<file path="src/rtl/tof_distance_collector.sv">
// rtl/tof_distance_collector.sv - latest-result hold, round-robin serialiser and health flags for N ToF channels (option: MIN_TRACK_EN)
module tof_distance_collector #(
    parameter int N_SENSORS   = 8,
    parameter int DIST_W      = 16,
    parameter int TIMEOUT_CYC = 5000000
) (
    input  logic                          clk,
    input  logic                          rst_n,
    input  logic [N_SENSORS-1:0]          meas_valid,
    input  logic [N_SENSORS*DIST_W-1:0]   meas_dist,
    output logic                          out_valid,
    input  logic                          out_ready,
    output logic [$clog2(N_SENSORS)-1:0]  out_id,
    output logic [DIST_W-1:0]             out_dist,
    output logic [N_SENSORS-1:0]          overrun,
    input  logic                          ovr_clr,
    output logic [N_SENSORS-1:0]          stale,
    output logic [DIST_W-1:0]             min_dist,
    output logic [$clog2(N_SENSORS)-1:0]  min_id
);

    localparam int ID_W  = $clog2(N_SENSORS);
    localparam int CNT_W = $clog2(TIMEOUT_CYC + 1);
    localparam logic [CNT_W-1:0] TIMEOUT_VAL = CNT_W'(TIMEOUT_CYC);
    localparam logic [ID_W-1:0]  LAST_ID     = ID_W'(N_SENSORS - 1);

    logic [DIST_W-1:0]    holdReg [N_SENSORS];
    logic [N_SENSORS-1:0] pend;
    logic [ID_W-1:0]      rrPtr;
    logic [CNT_W-1:0]     wdCnt [N_SENSORS];

    logic            slotFree;
    logic            grantValid;
    logic            doGrant;
    logic [ID_W-1:0] grantId;
    int              scanIdx;

    // Round-robin pick: first pending channel at or after rrPtr, wrapping around
    always_comb begin
        grantValid = 1'b0;
        grantId    = '0;
        scanIdx    = 0;
        for (int k = 0; k < N_SENSORS; k++) begin
            scanIdx = int'(rrPtr) + k;
            if (scanIdx >= N_SENSORS) begin
                scanIdx = scanIdx - N_SENSORS;
            end
            if (!grantValid && pend[scanIdx]) begin
                grantValid = 1'b1;
                grantId    = ID_W'(scanIdx);
            end
        end
    end

    assign slotFree = !out_valid || out_ready;
    assign doGrant  = slotFree && grantValid;

    // Output slot: load the granted channel when the slot frees up, otherwise hold
    always_ff @(posedge clk or negedge rst_n) begin
        if (!rst_n) begin
            out_valid <= 1'b0;
            out_id    <= '0;
            out_dist  <= '0;
            rrPtr     <= '0;
        end else if (slotFree) begin
            if (grantValid) begin
                out_valid <= 1'b1;
                out_id    <= grantId;
                out_dist  <= holdReg[grantId];
                rrPtr     <= (grantId == LAST_ID) ? '0 : grantId + 1'b1;
            end else begin
                out_valid <= 1'b0;
            end
        end
    end

    // Per-channel capture, pending tracking, sticky overrun and silence watchdog
    always_ff @(posedge clk or negedge rst_n) begin
        if (!rst_n) begin
            pend    <= '0;
            overrun <= '0;
            for (int i = 0; i < N_SENSORS; i++) begin
                holdReg[i] <= '0;
                wdCnt[i]   <= '0;
            end
        end else begin
            for (int i = 0; i < N_SENSORS; i++) begin
                // A capture on the grant edge is not a loss: the old value leaves via the slot
                if (meas_valid[i] && pend[i] && !(doGrant && grantId == ID_W'(i))) begin
                    overrun[i] <= 1'b1;
                end else if (ovr_clr) begin
                    overrun[i] <= 1'b0;
                end
                if (meas_valid[i]) begin
                    holdReg[i] <= meas_dist[i*DIST_W +: DIST_W];
                    pend[i]    <= 1'b1;
                    wdCnt[i]   <= '0;
                end else begin
                    if (doGrant && grantId == ID_W'(i)) begin
                        pend[i] <= 1'b0;
                    end
                    if (wdCnt[i] != TIMEOUT_VAL) begin
                        wdCnt[i] <= wdCnt[i] + 1'b1;
                    end
                end
            end
        end
    end

    // A channel is stale once its watchdog has saturated
    always_comb begin
        stale = '0;
        for (int i = 0; i < N_SENSORS; i++) begin
            stale[i] = (wdCnt[i] == TIMEOUT_VAL);
        end
    end

`ifdef MIN_TRACK_EN
    logic [N_SENSORS-1:0] seen;
    logic [DIST_W-1:0]    minDNext;
    logic [ID_W-1:0]      minINext;
    logic                 minFound;

    // Remember which channels have delivered at least one result
    always_ff @(posedge clk or negedge rst_n) begin
        if (!rst_n) begin
            seen <= '0;
        end else begin
            seen <= seen | meas_valid;
        end
    end

    // Nearest eligible channel; strict compare keeps the lowest index on ties
    always_comb begin
        minDNext = '1;
        minINext = '0;
        minFound = 1'b0;
        for (int i = 0; i < N_SENSORS; i++) begin
            if (seen[i] && !stale[i] && (!minFound || holdReg[i] < minDNext)) begin
                minFound = 1'b1;
                minDNext = holdReg[i];
                minINext = ID_W'(i);
            end
        end
    end

    // Register the nearest-distance result every cycle
    always_ff @(posedge clk or negedge rst_n) begin
        if (!rst_n) begin
            min_dist <= '1;
            min_id   <= '0;
        end else begin
            min_dist <= minDNext;
            min_id   <= minINext;
        end
    end
`else
    assign min_dist = '1;
    assign min_id   = '0;
`endif

endmodule

</file>
<file path="config.mk">
export PLATFORM = sky130hd
export DESIGN_NAME = tof_distance_collector
export DESIGN_NICKNAME = d
export VERILOG_FILES = /design/src/rtl/tof_distance_collector.sv
export SDC_FILE = /design/constraint.sdc
export NUM_CORES = 1
export LEC_CHECK = 0
export CORE_ASPECT_RATIO = 0.9
export CORE_MARGIN = 2
export CORE_UTILIZATION = 35
export DETAILED_ROUTE_END_ITERATION = 8
export PLACE_DENSITY = 0.63
export SYNTH_ARGS = -nofsm -noshare
export SYNTH_HDL_FRONTEND = slang
export SYNTH_SLANG_ARGS = --single-unit
</file>
<file path="constraint.sdc">
create_clock -name clk -period 9.85 [get_ports clk]
set_input_delay 1.97 -clock clk [delete_from_list [all_inputs] [get_ports clk]]
set_output_delay 1.97 -clock clk [all_outputs]
set_load 0.05 [all_outputs]
</file>
# ---- Yosys cells after proc, flatten, opt, wreduce, memory -nomap -nowiden
# Cells that the tools add are included.
dict set report totals {
  regBits 351
  in_bits 140
  out_inout_bits 55
  word_cells 270
}
dict set report classes {
  n_addsub 24
  n_lt_le_gt_ge 17
  n_eq_ne 23
  muxes 94
  bitwise 1
  reduce_logical 75
}
# op n
set op_table {}
lappend op_table {{two-way mux 23 bit} 16}
lappend op_table {{less-than comparator 32 x 5 -> 1 bit, second input constant} 8}
lappend op_table {{two-way mux 32 bit} 8}
lappend op_table {{adder 23 x 1 -> 23 bit, second input constant} 8}
lappend op_table {{equality test 23 bit, second input constant} 8}
lappend op_table {{!= test 23 bit, second input constant} 8}
lappend op_table {{two-way mux 1 bit} 50}
lappend op_table {{binary-select mux 16 bit (select 3 bit)} 1}
lappend op_table {{nonzero test 2 bit} 24}
lappend op_table {{subtractor 4 x 4 -> 5 bit, second input constant} 7}
lappend op_table {{greater-or-equal comparator 4 bit, second input constant} 8}
lappend op_table {{logical AND 1 bit} 32}
lappend op_table {{two-way mux 16 bit} 2}
lappend op_table {{two-way mux 3 bit} 9}
lappend op_table {{binary-select mux 1 bit (select 3 bit)} 8}
lappend op_table {{adder 3 x 3 -> 4 bit, second input constant} 4}
lappend op_table {{zero test 1 bit} 16}
lappend op_table {{equality test 3 bit, second input constant} 4}
lappend op_table {{adder 3 x 2 -> 4 bit, second input constant} 2}
lappend op_table {{equality test 3 x 2 -> 1 bit, second input constant} 2}
lappend op_table {{subtractor 3 x 4 -> 5 bit, second input constant} 1}
lappend op_table {{adder 3 x 1 -> 4 bit, second input constant} 1}
lappend op_table {{greater-or-equal comparator 3 x 4 -> 1 bit, second input constant} 1}
lappend op_table {{inverter 3 -> 4 bit} 1}
lappend op_table {{5 further kinds} 5}

# ---- Longest topological paths before layout
# Gate-level depths: netlist (run 1).
dict set report logic_depth {
  depth_word 32
  ltp_mapped 18
  depth_no_buf 13
}

# ---- Worst setup path before layout (run 1)
# No wires, ideal clock.
dict set report synth_path {
  path_type {register -> output}
  startpoint {register wdCnt[69] in the netlist's numbering}
  endpoint {output port stale[4]}
  t_arrival_ps 2882
  required_time_ps 7880
  setup_slack_ps 4998
  stages_incl_launch_ff 6
  path_buffers 0
  cell_sequence {dfrtp_1 -> inv_1 -> ha_1 -> nor4bb_1 -> nand4_1 -> nor4_1}
}
dict set report synth_between {
  elab_chain_len 1
}
# element line
set synth_rtl {}
lappend synth_rtl {{from (decl)} 30} ;# logic [CNT_W-1:0] wdCnt [N_SENSORS];
lappend synth_rtl {{from (signal, indexed assignment)} 103} ;# wdCnt[i] <= wdCnt[i] + 1'b1;
lappend synth_rtl {{equality test 23 bit} 114} ;# stale[i] = (wdCnt[i] == TIMEOUT_VAL);
lappend synth_rtl {{to (decl)} 17} ;# output logic [N_SENSORS-1:0] stale,
# No other way between the ends.

# ---- Worst setup path after layout (run 1)
dict set report layout_path {
  startpoint {register rrPtr[1]}
  endpoint {register pend[7]}
}
dict set report layout_between {
  elab_chain_len 30
  word_cells_on_any_way 89
  classes_between {add/sub: 15; order compare: 8; eq/ne: 1; mux: 48; reduce/logical: 17}
}
# element line
set layout_rtl {}
lappend layout_rtl {{from (decl)} 29} ;# logic [ID_W-1:0] rrPtr;
lappend layout_rtl {{from (signal assigned)} 70} ;# rrPtr <= (grantId == LAST_ID) ? '0 : grantId + 1'b1;
lappend layout_rtl {{parallel branches: the longest is 28 deep, another holds subtractor 4 x 4 -> 5 bit} n/a}
lappend layout_rtl {{logical AND 1 bit (*)} 99} ;# if (doGrant && grantId == ID_W'(i)) begin
lappend layout_rtl {{nonzero test 2 bit (no source line) (*)} n/a}
lappend layout_rtl {{to (signal assigned)} 80} ;# pend <= '0;
lappend layout_rtl {{to (signal, indexed assignment)} 96} ;# pend[i] <= 1'b1;
lappend layout_rtl {{to (signal, indexed assignment)} 100} ;# pend[i] <= 1'b0;
lappend layout_rtl {{to (decl)} 28} ;# logic [N_SENSORS-1:0] pend;
# Every way passes the cells marked *. The select of a mux whose other input is x is not followed.
# A chain may end at the register's enable or synchronous reset.

==> results of run 1 <==
==> cells by family after synthesis <==
kind of cell,after synthesis
other cells,2
flops,351
xor+xnor,155
mux,138
buf+inv,189
simple gates,667
fa+ha+maj,19
compound gates,284
==> placed cells by master, fill, tap and decap left out, types with 9 or more instances in the layout <==
| master | instances |
|---|---|
| mux4_2 | 14 |
| clkbuf_1 | 9 |
| clkbuf_16 | 41 |
| and2_1 | 11 |
| nand2_1 | 164 |
| dfrtp_1 | 351 |
| o211a_1 | 9 |
| a2111o_1 | 11 |
| nor4b_1 | 13 |
| and3_1 | 23 |
| o211ai_1 | 24 |
| and4_1 | 10 |
| o21ai_0 | 115 |
| xnor2_1 | 52 |
| a21oi_1 | 64 |
| o2111ai_1 | 9 |
| clkdlybuf4s50_1 | 166 |
| nand4_1 | 41 |
| ha_1 | 19 |
| mux2_2 | 100 |
| conb_1 | 19 |
| nor2_1 | 186 |
| inv_1 | 86 |
| nor2b_1 | 10 |
| mux2i_1 | 23 |
| nor4_1 | 26 |
| nand3_1 | 90 |
| xor2_1 | 103 |
| nor3_1 | 38 |
| or3_1 | 30 |
==> power by group through the flow <==
| stage | logic, mW | registers (mW) | clock network, mW |
|---|---|---|---|
| 2_1_floorplan | 0.955 | 1.82 | 0 |
| 3_3_place_gp | 1.48 | 1.76 | 0 |
| 3_5_place_dp | 1.49 | 1.75 | 0 |
| 4_1_cts | 1.50 | 1.73 | 1.61 |
| 5_1_grt | 1.62 | 1.74 | 1.66 |
| 6_report | 1.50 | 1.73 | 1.58 |
==> state kept, by name, indices dropped and copies added, names as in the netlist <==
register   count
pend           8
wdCnt        184
rrPtr          3
holdReg      128
overrun        8
out_dist      16
out_valid      1
out_id         3
==> per-stage QoR <==
stage | hold WS [ns] | setup WS [ns] | util [%] | area (µm²) | total power [mW]
after floorplan | 0.474 | 5.00 | - | 18100 | 2.77
after global placement | 0.470 | 4.26 | 39.9 | 20200 | 3.24
after detailed placement | 0.478 | 4.15 | 39.9 | 20200 | 3.24
after CTS | 0.493 | 4.08 | 42.6 | 21600 | 4.83
after global routing | 0.508 | 3.75 | 42.6 | 21600 | 5.02
final | 0.491 | 3.98 | 42.6 | 21600 | 4.81
==> final cells by class <==
type | count | area share [%]
sequential | 351 | 40.7
clock inverter | 16 | 0.985
inverter | 86 | 1.49
timing repair buffer | 181 | 8.22
multi-input combinational | 1282 | 39.3
tap | 680 | 3.94
clock buffer | 58 | 5.42
==> metal layers <==
layer	up-vias	share of wire, %	global-route usage [%]
li1	6564	-	-
met1	6925	45	24.9
met2	358	45	29.6
met3	91	5.4	3.36
met4	0	4.5	9.33
met5	-	0	0
==> worst max-delay path by stage <==
stage / from / to / slack [ns] / depth (start not counted)
2_1_floorplan: wdCnt[69] / stale[4] / 5.00 / 5
3_3_place_gp: rrPtr[1] / pend[7] / 4.26 / 11
3_5_place_dp: rrPtr[1] / pend[7] / 4.15 / 11
4_1_cts: rrPtr[1] / pend[7] / 4.08 / 11
5_1_grt: rrPtr[1] / pend[7] / 3.75 / 11
6_report: rrPtr[1] / pend[7] / 3.98 / 11
==> worst max-delay path, delay by kind of cell (launching register included) <==
family	cells	cell delay, ns
buffers and inverters	2	0.89
muxes	1	0.43
adders and majority gates	2	1.20
DFF	1	0.67
and+or+nand+nor	3	0.96
AOI/OAI and AO/OA	3	1.59
==> impl_metrics.toml, run 1 <==
[outcome]
outcome = "complete, no violations"

[worst_setup_path]
critPathCaptureType = "register"
slowest_stage = "o31ai_4"
startpoint_type = "register"
rr_worst_depth = 11
worstReg2RegEnd = "pend[7]"
rrSetupSlack_ns = 3.98
path_cells = "inv_1 -> ha_1 -> mux4_2 -> o32a_1 -> or2_2 -> o31ai_4 -> nand2_1 -> inv_1 -> ha_1 -> a31oi_1 -> or2_2"
max_stage_delay_ns = 1.06
cp.arrival_ns = 6.31
critPathMaxFanout = 30
reg2reg_from = "rrPtr[1]"
required_ns = 10.30
critPathKind = "reg2reg"

[power_and_ir_drop]
p_int_mw = 3.06
p_clk_share_pct = 32.8
seqPwrFrac_pct = 36.0
netSwitchingFraction_pct = 36.4
irDropWorstVdd_v = 0.000146
net-switching-power_mw = 1.75
p_leak_nw = 8.92
power_density_mw_per_mm2 = 223
p_comb_share_pct = 31.3

[synth]
async_flop_share_pct = 100
synth_compound_area_share_pct = 10.3
netlist_instances = 1805
syn_area_mm2 = 0.0180
muxShareOfSynthArea_pct = 9.35
synth_common_cells = "dfrtp_1, nor2_1, nand2_1, o21ai_0, xor2_1"
yosysWarnings = 0
ys_seq_elements = 351
synth_edf_count = 0
synth_xor_area_share_pct = 7.52
avgSynthCellArea_um2 = 10.0
synth_top_family_by_area = "simple AND/OR/NAND/NOR gates"
yosys.area_share.simple_pct = 18.0
synth_top_area_share_pct = 48.7
synth_top_cell_by_area = "dfrtp_1"
synthFlopType = "dfrtp_1"
yosysMostFrequentCell = "dfrtp_1"
synthAdderAreaFrac_pct = 1.32
seq_area_frac_synth_pct = 48.7
synthTopCellsByArea = "dfrtp_1, mux2_2, xor2_1, nor2_1, nand2_1"
synth.distinct_cells = 75

[floorplanning]
dieArea_mm2 = 0.0534
num_io_pins = 195
die_height_um = 219
coreArea_mm2 = 0.0507
start_util_pct = 35.6
die_x_um = 243
rows = 78

[global_routing]
grt_first_pass_wirelength_mm = 78.9
grtUsageTotal_pct = 18.8
grt-ovfl-total = 0
antenna_found_initial = 0
grt_max_degree = 182
grt_pass1_vias = 13833

[timing]
tightest_slew_ns = 1.27
finalSetupViolCount = 0
hold_viol = 0
finalSetupTns_ns = 0
max_freq_mhz = 170
maxSlewHeadroom_pct = 15.5
finalCritPeriodShare_pct = 59.5
grt_setup_unrepaired = "no"
skew_ns = 0.0156
fin_crit_ns = 5.87
final_max_slew_viol_count = 0

[placed_design]
dp_hpwl_mm = 35.6
dp.cells = 2580
gp_congestion = 0.897
port_buffers = 175

[run]
drv_cap = 0

[clock_tree]
cts_setup_buffers = 0
cts_max_level = 2
ctsLongestPathBuffers = 3
cts_resized = 0
path_clk_slew_ns = 0.06
clock_latency_ns = 0.58
root_buffer = "clkbuf_16"
cts_tree = "built"
cts.sinks = 351
cts-buffers-inserted = 41
hold_buffers = 0

[routing]
vias = 13938
first_pass_iters = 5
antenna_left = 0
drc = 0
drt_iter0_drc = 1129
via_per_inst = 5.25
wirelength_mm = 50.0
detail_route.wl_per_cell_um = 18.8

[layout]
antenna_cells = 0
finalNetCount = 2102
seqCellArea_mm2 = 0.00878
finalNonFillerCells = 2654
areaGrowthSynthToFinish_pct = 19.7
multiInputGateArea_mm2 = 0.00848
drive_gt1_share_pct = 10.9
fillers = 4852

[hold_path]
min_from = "overrun[1]"
hp-class = "reg2reg"
hold-path-endpoint = "overrun[1]"
hold_depth = 1
(Power assumes the default switching activity.)
==> run 2, diff against run 1 <==
--- a/config.mk
+++ b/config.mk
@@ -9,7 +9,7 @@
 export CORE_MARGIN = 2
 export CORE_UTILIZATION = 35
 export DETAILED_ROUTE_END_ITERATION = 8
-export PLACE_DENSITY = 0.63
+export PLACE_DENSITY = 0.65
 export SYNTH_ARGS = -nofsm -noshare
 export SYNTH_HDL_FRONTEND = slang
 export SYNTH_SLANG_ARGS = --single-unit
==> constraint.sdc (replaced) <==
create_clock -name clk -period 5.1 [get_ports clk]
set_input_delay 1.02 -clock clk [delete_from_list [all_inputs] [get_ports clk]]
set_output_delay 1.02 -clock clk [all_outputs]
set_load 0.05 [all_outputs]
==> impl_metrics.toml, run 2 (synthesis gave the netlist of run 1 again) <==
[global_routing]
grt-ovfl-total = 0
grt_first_pass_wirelength_mm = 79.5
grtUsageTotal_pct = 18.9
grt_max_degree = 111
grt_pass1_vias = 14051
antenna_found_initial = 0

[layout]
reg_top3 = "wdCnt (184), holdReg (128), out_dist (16)"
final_common_cell = "dfrtp_1"
areaGrowthSynthToFinish_pct = 20.8
final_cell_mix = "dfrtp_1, nor2_1, clkdlybuf4s50_1, nand2_1, o21ai_0"
antenna_cells = 0
finalNetCount = 2122
drive_gt1_share_pct = 12.0
utilization_pct = 43.0
finalNonFillerCells = 2675
largest_register = "wdCnt"
largest_reg_flops = 184

[timing]
hold_viol = 0
max_freq_mhz = 219
finalSetupViolCount = 0
grt_setup_unrepaired = "no"
finalSetupTns_ns = 0
finalCritPeriodShare_pct = 89.4
skew_ns = 0.0119
tightest_slew_ns = 1.12
maxSlewHeadroom_pct = 25.7
fin_crit_ns = 4.56
final_max_slew_viol_count = 0

[run]
drv_cap = 0

[floorplanning]
rows = 78
die_height_um = 219
num_io_pins = 195
coreArea_mm2 = 0.0507
start_util_pct = 35.6
dieArea_mm2 = 0.0534
die_x_um = 243

[routing]
top_layer = "met4"
dr_wl_met2_mm = 23.1
first_pass_iters = 5
wl_met3_mm = 2.59
drt_iter0_drc = 1153
drc = 0
wirelength_mm = 49.9
antenna_left = 0
vias = 14030
detail_route.wl_per_cell_um = 18.6
via_per_inst = 5.24
wl_met1_mm = 22.2

[placed_design]
dp_hpwl_mm = 36.3
dp.cells = 2600
gp_congestion = 0.906
port_buffers = 175

[worst_setup_path]
critPathMaxFanout = 12
critPathCaptureType = "register"
required_ns = 5.55
cp.arrival_ns = 5.01
reg2reg_from = "rrPtr[1]"
critPathKind = "reg2reg"
startpoint_type = "register"
startpoint = "rrPtr[1]"

[clock_tree]
hold_buffers = 0
path_clk_slew_ns = 0.06
cts.sinks = 351
root_buffer = "clkbuf_16"
cts_resized = 0
cts-buffers-inserted = 41
clock_latency_ns = 0.58
cts_tree = "built"
cts_max_level = 2
cts_setup_buffers = 0
ctsLongestPathBuffers = 3

[outcome]
outcome = "complete, no violations"

[power_and_ir_drop]
irDropWorstVdd_v = 0.000265
power_density_mw_per_mm2 = 433
p_leak_nw = 9.06
total_power_mw = 9.43

[hold_path]
hp-class = "in2async"
run 2: path summary, 6_finish.rpt:
path | slack (ns) | cells after the start | to
worst max-delay path | 0.54 | 9 | out_dist[13]
worst min-delay path | 0.48 | 1 | wdCnt[23]
worst max register to register | 0.54 | 9 | out_dist[13]
worst min register to register | 0.50 | 1 | overrun[2]
max in group asynchronous | 3.47 | 2 | out_dist[4]
min in group clk | 0.50 | 1 | overrun[2]
run 2: per-layer routing:
| layer | GRT usage [%] | vias to the layer above |
|---|---|---|
| met4 | 8.57 | 0 |
| met3 | 2.76 | 92 |
| li1 | - | 6611 |
| met5 | 0 | - |
| met1 | 25.5 | 6916 |
| met2 | 30.2 | 411 |
run 2: worst max-delay path, stage by stage, from the launching register on:
cell and delay (ns):
dfrtp_1 0.72, inv_1 0.13, ha_1 0.28, xor2_1 0.41
mux4_2 0.65, or3_1 0.58, o21ai_2 0.68, mux2_2 0.42
o211a_1 0.21, a2111o_1 0.35
run 2: cell type report:
class	instances	area [µm²]
fill	4880	28900
sequential	351	8780
multi-input combinational	1282	8480
timing repair buffer	201	1940
clock buffer	58	1220
tap	680	851
inverter	86	323
clock inverter	17	194
run 2: power breakdown:
group / switching [mW] / internal [mW] / leakage (nW) / total [mW]
Combinational: 1.86 / 1.17 / 3.84 / 3.03
Clock: 1.18 / 1.87 / 0.702 / 3.06
Sequential: 0.310 / 3.03 / 4.51 / 3.34
run 2: stage by stage:
step / cell area, µm² / hold WS (ns) / worst slack, ns
2_1_floorplan: 18100 / 0.474 / 0.807
3_3_place_gp: 20400 / 0.480 / 0.691
3_5_place_dp: 20400 / 0.485 / 0.621
4_1_cts: 21800 / 0.498 / 0.595
5_1_grt: 21800 / 0.517 / 0.327
6_report: 21800 / 0.475 / 0.539
==> run 3, diff against run 2 <==
--- a/config.mk
+++ b/config.mk
@@ -5,6 +5,7 @@
 export SDC_FILE = /design/constraint.sdc
 export NUM_CORES = 1
 export LEC_CHECK = 0
+export ABC_CLOCK_PERIOD_IN_PS = 5100
 export CORE_ASPECT_RATIO = 0.9
 export CORE_MARGIN = 2
 export CORE_UTILIZATION = 35
==> results of run 3 <==
No change in the layout: final DEF, timing and power equal those of run 2.
